<file path="config.mk">
export PLATFORM = sky130hd
export DESIGN_NAME = queue
export DESIGN_NICKNAME = d
export VERILOG_FILES = /design/src/rtl/deque_pkg.sv /design/src/rtl/queue.sv
export SDC_FILE = /design/constraint.sdc
export NUM_CORES = 1
export LEC_CHECK = 0
export CAP_MARGIN = 10
export CORE_UTILIZATION = 51
export DETAILED_ROUTE_END_ITERATION = 6
export PLACE_DENSITY_LB_ADDON = 0.12
export RECOVER_POWER = 25
export SLEW_MARGIN = 40
export SYNTH_ARGS = -nofsm -noshare
export SYNTH_HDL_FRONTEND = slang
export SYNTH_SLANG_ARGS = --single-unit
</file>
<file path="constraint.sdc">
create_clock -name clk -period 5.71 [get_ports clk]
set_input_delay 0.571 -clock clk [delete_from_list [all_inputs] [get_ports clk]]
set_output_delay 0.571 -clock clk [all_outputs]
set_load 0.01 [all_outputs]
</file>
<file path="src/rtl/deque_pkg.sv">
// Shared word definitions for the deque slot storage (queue and stack).
package deque_pkg;
  localparam int WORD_W = 8;
  typedef logic [WORD_W-1:0] word_t;
endpackage

</file>
<file path="src/rtl/queue.sv">
// Select-gated FIFO slot: circular buffer with head/tail pointers and an occupancy count.
module queue
  import deque_pkg::*;
#(
  parameter logic ADDR  = 1'b0,
  parameter int   WORDS = 16
) (
  input  logic                     clk,
  input  logic                     rst,
  output logic                     empty,
  output logic                     full,
  output logic [$clog2(WORDS):0]   count,
  input  logic                     queue_select,
  input  logic                     push,
  input  logic                     pop,
  input  word_t                    data_in,
  output word_t                    data_out
);
  localparam int PW = $clog2(WORDS);
  localparam int CW = PW + 1;

  word_t           mem [WORDS];
  logic [PW-1:0]   head, tail;
  logic            sel_q;
  logic            sel, do_push, do_pop;
  logic [CW-1:0]   count_next;

  assign sel     = (queue_select == ADDR);
  // A pop in the same cycle frees the slot a full-queue push needs.
  assign do_push = push & (~full | pop);
  assign do_pop  = pop & ~empty;

  always_comb begin
    count_next = count;
    if (do_push && !do_pop)      count_next = count + 1'b1;
    else if (do_pop && !do_push) count_next = count - 1'b1;
  end

  always_ff @(posedge clk) begin
    if (rst) begin
      head  <= '0;
      tail  <= '0;
      count <= '0;
      empty <= 1'b1;
      full  <= 1'b0;
      sel_q <= 1'b0;
      for (int i = 0; i < WORDS; i++) mem[i] <= '0;
    end else if (sel) begin
      sel_q <= 1'b1;
      if (do_push) begin
        mem[tail] <= data_in;
        tail      <= tail + 1'b1;
      end
      if (do_pop) head <= head + 1'b1;
      count <= count_next;
      empty <= (count_next == '0);
      full  <= (count_next == CW'(WORDS));
    end else begin
      sel_q <= 1'b0;
    end
  end

  assign data_out = (empty | ~sel_q) ? '0 : mem[head];
endmodule

</file>
==> results.yml, run 1 <==
critical_path:
  critical_path.startpoint_type: "flip-flop"
  required_ps: 5140
  crit_fanout: 32
  critPathCaptureType: "primary output"
  crit_arrival_ps: 3000
  reg2reg_from: "full$_SDFFE_PP0N_"
  crit_type: "flip-flop to primary output"
power_and_ir_drop:
  internal_power_mw: 1.951
  cellPowerDensity_nw_per_um2: 310.3
  seqPwrFrac: 0.500
  swShare: 0.2098
  combPwrFrac: 0.057
  power.net_switching_uw: 518.2
  ir_worst_vdd_mv: 0.2198
  clkPwrFrac: 0.443
  p_leak_nw: 2.881
sta:
  worst_slew_pin_slew_ps: 989.2
  slew_headroom: 0.3354
  finalHoldViolCount: 0
  finalCritPeriodShare: 0.6260
  fin_crit_ps: 3575
  finalHoldWorstSlack_ps: 530.2
  rsz0062_at_grt: "no"
  slew_viol_final: 0
  fin_skew_ps: 5.746
  fmax_mhz: 279.7
  fin_setup_tns_ps: 0
  setup_viol: 0
min_path:
  hp-class: "flip-flop to flip-flop"
  hp-start: "tail[1]$_SDFFE_PP0N_"
floorplanning:
  die_area_um2: 14330
  die_y_um: 119.7
  fp-row-count: 42
  core_area_um2: 13400
  start_util: 0.5273
  pin_count: 28
  die_w_um: 119.7
cts:
  clockBufferDepth: 2
  cts_buffers: 17
  hold_buffers: 0
  cts-root-buf: "clkbuf_16"
  tritoncts: "built"
  cts-resized-gates: 0
  cts_max_level: 4
  post_cts_buffers: 0
  clock-sinks: 148
  clk_pin_slew_worst_paths_ps: 60
  clock_latency_ps: 420
routing:
  wl_per_cell_um: 21.73
  num_vias: 3933
  drt_iter0_drc: 369
  via_per_inst: 5.717
  ant_nets: 0
  drc_errors: 0
  dr.pass1.iters: 4
  wl_um: 14950
global_route:
  grt_max_degree: 35
  grt_pass1_wl_um: 22910
  grt-ovfl-total: 0
  grt_pass1_vias: 3820
  antenna_found_initial: 0
  track_usage: 0.2246
logic_synthesis:
  ys.flop_type: "edfxtp_1"
  ys_async_sr_fraction: 0
  ys_types: 37
  syn_nets: 498
  synth_cells: 478
  ys_seq_area_frac: 0.6007
  synth.avg_cell_area_um2: 14.78
  ys_warn_count: 0
  ys_seq_elements: 148
  synth_area_um2: 7066
  synth_edf_count: 128
cells_and_area:
  layout.nets: 519
  area_delta_synth_final_pct: 12.64
  final_common_cell: "edfxtp_1"
  antennaDiodeCount: 0
  layout_common_cells: "edfxtp_1, and2_1, nor2_1"
  fin_cells: 688
  final_layout_size_suffix_gt1_frac: 0.1328
  num-fill-cells: 1068
placed_design:
  gp_congestion: 0.7823
  hpwl_um: 9988
  port_buffers: 27
  dp_cells: 656
status:
  status: "finished, final reports clean"
flow_run:
  drv_cap: 0
==> final cells by class <==
| cell class | count | area [um2] | share of cell area |
|---|---|---|---|
| flip-flops and latches | 148 | 4252 | 0.5342 |
| multi-input cells | 300 | 2621 | 0.3294 |
| clock buffers | 19 | 432.9 | 0.05439 |
| repair buffers | 28 | 277.8 | 0.03490 |
| well taps | 176 | 220.2 | 0.02767 |
| clock inverters | 13 | 140.1 | 0.01761 |
| inverters | 4 | 15.01 | 0.001886 |
==> critical path: stages (launching register included) <==
cell	delay [ps]
dfxtp_4	720
mux4_1	720
mux4_2	490
nor2b_4	130
clkdlybuf4s50_1	470
==> layer usage <==
metal | track usage | wire length (um) | vias to the layer above
met5 | 0 | 0 | -
met4 | 0.08516 | 243 | 0
met3 | 0.04325 | 626 | 19
met2 | 0.3530 | 7173 | 116
met1 | 0.3117 | 6907 | 1988
li1 | - | - | 1810
==> state kept, by name (all words and copies together), names as in the netlist, named ones only <==
name / cells
tail: 4
mem: 128
full: 1
count: 5
head: 4
sel_q: 1
empty: 1
==> synthesized netlist by cell type, types with 4 or more instances <==
library cell | instances | area (um2)
xor2_1 | 5 | 43.79
nand2b_1 | 5 | 31.28
nor2b_1 | 7 | 43.79
clkbuf_1 | 14 | 52.55
edfxtp_1 | 128 | 3844
and2_1 | 128 | 800.8
nor3_1 | 6 | 30.03
clkbuf_8 | 5 | 68.82
a21oi_1 | 8 | 40.04
ha_1 | 7 | 87.58
or2_2 | 16 | 100.1
o21ai_0 | 6 | 30.03
inv_1 | 4 | 15.01
nor2_1 | 28 | 105.1
mux4_1 | 24 | 630.6
mux4_2 | 16 | 360.4
dfxtp_1 | 20 | 400.4
nand2_1 | 14 | 52.55
xnor2_1 | 7 | 61.31
==> power groups by stage <==
stage               logic [mW]  clock network (mW)  registers [mW]
finish                   0.141                1.09            1.23
detailed placement       0.143                   0            1.26
global route             0.151                1.14            1.24
global placement         0.141                   0            1.26
CTS                      0.144                1.10            1.24
floorplan                0.103                   0            1.24
==> cell families after synthesis <==
group | Yosys count | share of synthesized area
mux | 43 | 0.1445
simple gates | 219 | 0.1820
buf+inv | 30 | 0.02975
fa+ha+maj | 7 | 0.01240
flops | 148 | 0.6007
compound gates | 19 | 0.01576
xor+xnor | 12 | 0.01488
==> path summary, 6_finish.rpt <==
| check | to | slack (ps) | cells past startpoint |
|---|---|---|---|
| max | data_out[7] | 2140 | 4 |
| min | tail[1]$_SDFFE_PP0N_ | 530 | 2 |
| max reg2reg | mem[0][1]$_SDFFCE_PN0P_ | 3290 | 6 |
| min reg2reg | tail[1]$_SDFFE_PP0N_ | 530 | 2 |
==> metrics by stage <==
step           power, mW  utilization  setup slack [ps]  cell area [um2]
3_3_place_gp       1.398       0.5500              1982             7371
4_1_cts            2.480       0.5937              2104             7956
5_1_grt            2.533       0.5939              2037             7959
3_5_place_dp       1.402       0.5510              2285             7383
6_report           2.469       0.5939              2135             7959
2_1_floorplan      1.345            -              3417             7066
(Power assumes the default switching activity.)
==> inputs of run 2 (changes only) <==
==> constraint.sdc (replaced) <==
create_clock -name clk -period 2.9 [get_ports clk]
set_input_delay 0.29 -clock clk [delete_from_list [all_inputs] [get_ports clk]]
set_output_delay 0.29 -clock clk [all_outputs]
set_load 0.01 [all_outputs]
==> run 2 against run 1 <==
Combinational power rose by 120%. Highest routed layer unchanged. Largest power group unchanged. Sequential cell count did not move. Non-clock buffer count is 26 higher. Critical path type unchanged.
==> results.yml, run 2 (synthesis gave the netlist of run 1 again) <==
cells_and_area:
  final_layout_size_suffix_gt1_frac: 0.1586
  fin_cells: 712
  top_register: "mem"
  layout_common_cells: "edfxtp_1, and2_1, nor2_1"
  final_util: 0.6004
  top_regs: "mem (128), count (5)"
  layout.nets: 545
  final_common_cell: "edfxtp_1"
  area_delta_synth_final_pct: 13.87
  stdcell_area_um2: 8045
  antennaDiodeCount: 0
  largest_reg_flops: 128
sta:
  fin_setup_tns_ps: 0
  finalCritPeriodShare: 0.9825
  slew_headroom: 0.1082
  slew_viol_final: 0
  rsz0062_at_grt: "no"
  fmax_mhz: 351.0
  finalHoldWorstSlack_ps: 524.1
  fin_crit_ps: 2849
  finalHoldViolCount: 0
  worst_slew_pin_slew_ps: 1338
  fin_skew_ps: 9.438
  setup_viol: 0
  finalWorstSetupSlack_ps: 50.75
flow_run:
  drv_cap: 0
routing:
  ant_nets: 0
  dr.pass1.iters: 5
  drc_errors: 0
  num_vias: 3949
  via_per_inst: 5.546
  drt_iter0_drc: 346
  wl_per_cell_um: 21.92
  wl_um: 15610
floorplanning:
  fp-row-count: 42
  die_area_um2: 14330
  core_area_um2: 13400
  die_w_um: 119.7
  die_y_um: 119.7
  pin_count: 28
  start_util: 0.5273
cts:
  cts-root-buf: "clkbuf_16"
  clock_latency_ps: 420
  cts_buffers: 17
  clockBufferDepth: 2
  cts_max_level: 4
  clk_pin_slew_worst_paths_ps: 60
  clock-sinks: 148
  tritoncts: "built"
  hold_buffers: 0
power_and_ir_drop:
  clkPwrFrac: 0.415
  swShare: 0.2129
  combPwrFrac: 0.065
  ir_worst_vdd_mv: 0.3625
  design_power_total_mw: 4.669
  internal_power_mw: 3.675
  cellPowerDensity_nw_per_um2: 580.3
  power.net_switching_uw: 993.8
  seqPwrFrac: 0.519
  p_leak_nw: 2.968
critical_path:
  critPathCaptureType: "primary output"
  max_stage_delay_ps: 570
  cp.buffers_inverters: 3
  cp_cell_sequence: "buf_12 -> buf_4 -> mux4_2 -> mux4_2 -> nor2b_4 -> dlygate4sd2_1"
  critical_path.startpoint_type: "flip-flop"
  crit_type: "flip-flop to primary output"
  required_ps: 2610
  crit_arrival_ps: 2560
  crit_fanout: 12
  critical-path-slowest-cell: "mux4_2"
  cpLargestDelayFamily: "multiplexers"
  cp_common_cell: "mux4_2"
placed_design:
  dpl_worst_slack_ps: 243.7
  gp_congestion: 0.8361
  dp_cells: 678
  hpwl_um: 10760
  dpl-instance-area_um2: 7560
  port_buffers: 27
global_route:
  grt-ovfl-total: 0
  grt_pass1_wl_um: 24360
  grt_pass1_vias: 4066
  antenna_found_initial: 0
  track_usage: 0.2421
  grt_max_degree: 34
status:
  status: "finished, final reports clean"
min_path:
  hp-class: "flip-flop to flip-flop"
run 2: cell types whose count changed in the layout (fill, tap and decap cells not counted), sizes merged:
| cell | before | now |
|---|---|---|
| dlygate4sd3 | 10 | 9 |
| clkbuf | 19 | 30 |
| dlymetal6s2s | 0 | 2 |
| clkdlybuf4s50 | 17 | 10 |
| dlygate4sd2 | 0 | 6 |
| buf | 1 | 19 |
| clkinv | 9 | 6 |
| bufinv | 3 | 1 |
run 2: cell type report:
cell class | count | area, um2
Fill cell | 1068 | 5355
Multi-Input combinational cell | 300 | 2577
Timing Repair Buffer | 54 | 478.0
Clock inverter | 8 | 62.56
Clock buffer | 22 | 444.2
Inverter | 4 | 15.01
Tap cell | 176 | 220.2
Sequential cell | 148 | 4248
run 2: power groups by stage:
stage	registers, mW	clock network [mW]	logic [mW]
2_1_floorplan	2.45	0	0.202
3_3_place_gp	2.46	0	0.293
3_5_place_dp	2.47	0	0.301
4_1_cts	2.43	1.96	0.305
5_1_grt	2.43	2.05	0.331
6_report	2.42	1.94	0.305
run 2: path summary, 6_finish.rpt:
check | start | endpoint | slack, ps | depth (start not counted)
hold reg to reg | tail[1]$_SDFFE_PP0N_ | tail[1]$_SDFFE_PP0N_ | 520 | 2
setup / recovery | flip-flop | data_out[0] | 50 | 6
hold / removal | tail[1]$_SDFFE_PP0N_ | tail[1]$_SDFFE_PP0N_ | 520 | 2
setup reg to reg | count[1]$_SDFFE_PP0N_ | full$_SDFFE_PP0N_ | 800 | 7
run 2: tightest hold or removal path: cells and delay by family (launching register included):
| family | cells | cell delay, ps |
|---|---|---|
| DFF | 1 | 350 |
| and+or+nand+nor | 1 | 70 |
| AOI/OAI and AO/OA | 1 | 60 |
run 2: layer usage:
| metal | vias to the layer above | wire (um) | GRT usage |
|---|---|---|---|
| li1 | 1839 | - | - |
| met1 | 2001 | 7038 | 0.3261 |
| met2 | 86 | 7716 | 0.3916 |
| met3 | 23 | 522 | 0.04373 |
| met4 | 0 | 331 | 0.09531 |
| met5 | - | 0 | 0 |
run 2: what timing repair did:
item | 4_1_cts | 5_1_grt
pin swaps | 0 | 0
endpoints found under the setup margin | 8 | 2
resized for setup | 18 | 3
buffers inserted | 0 | 4
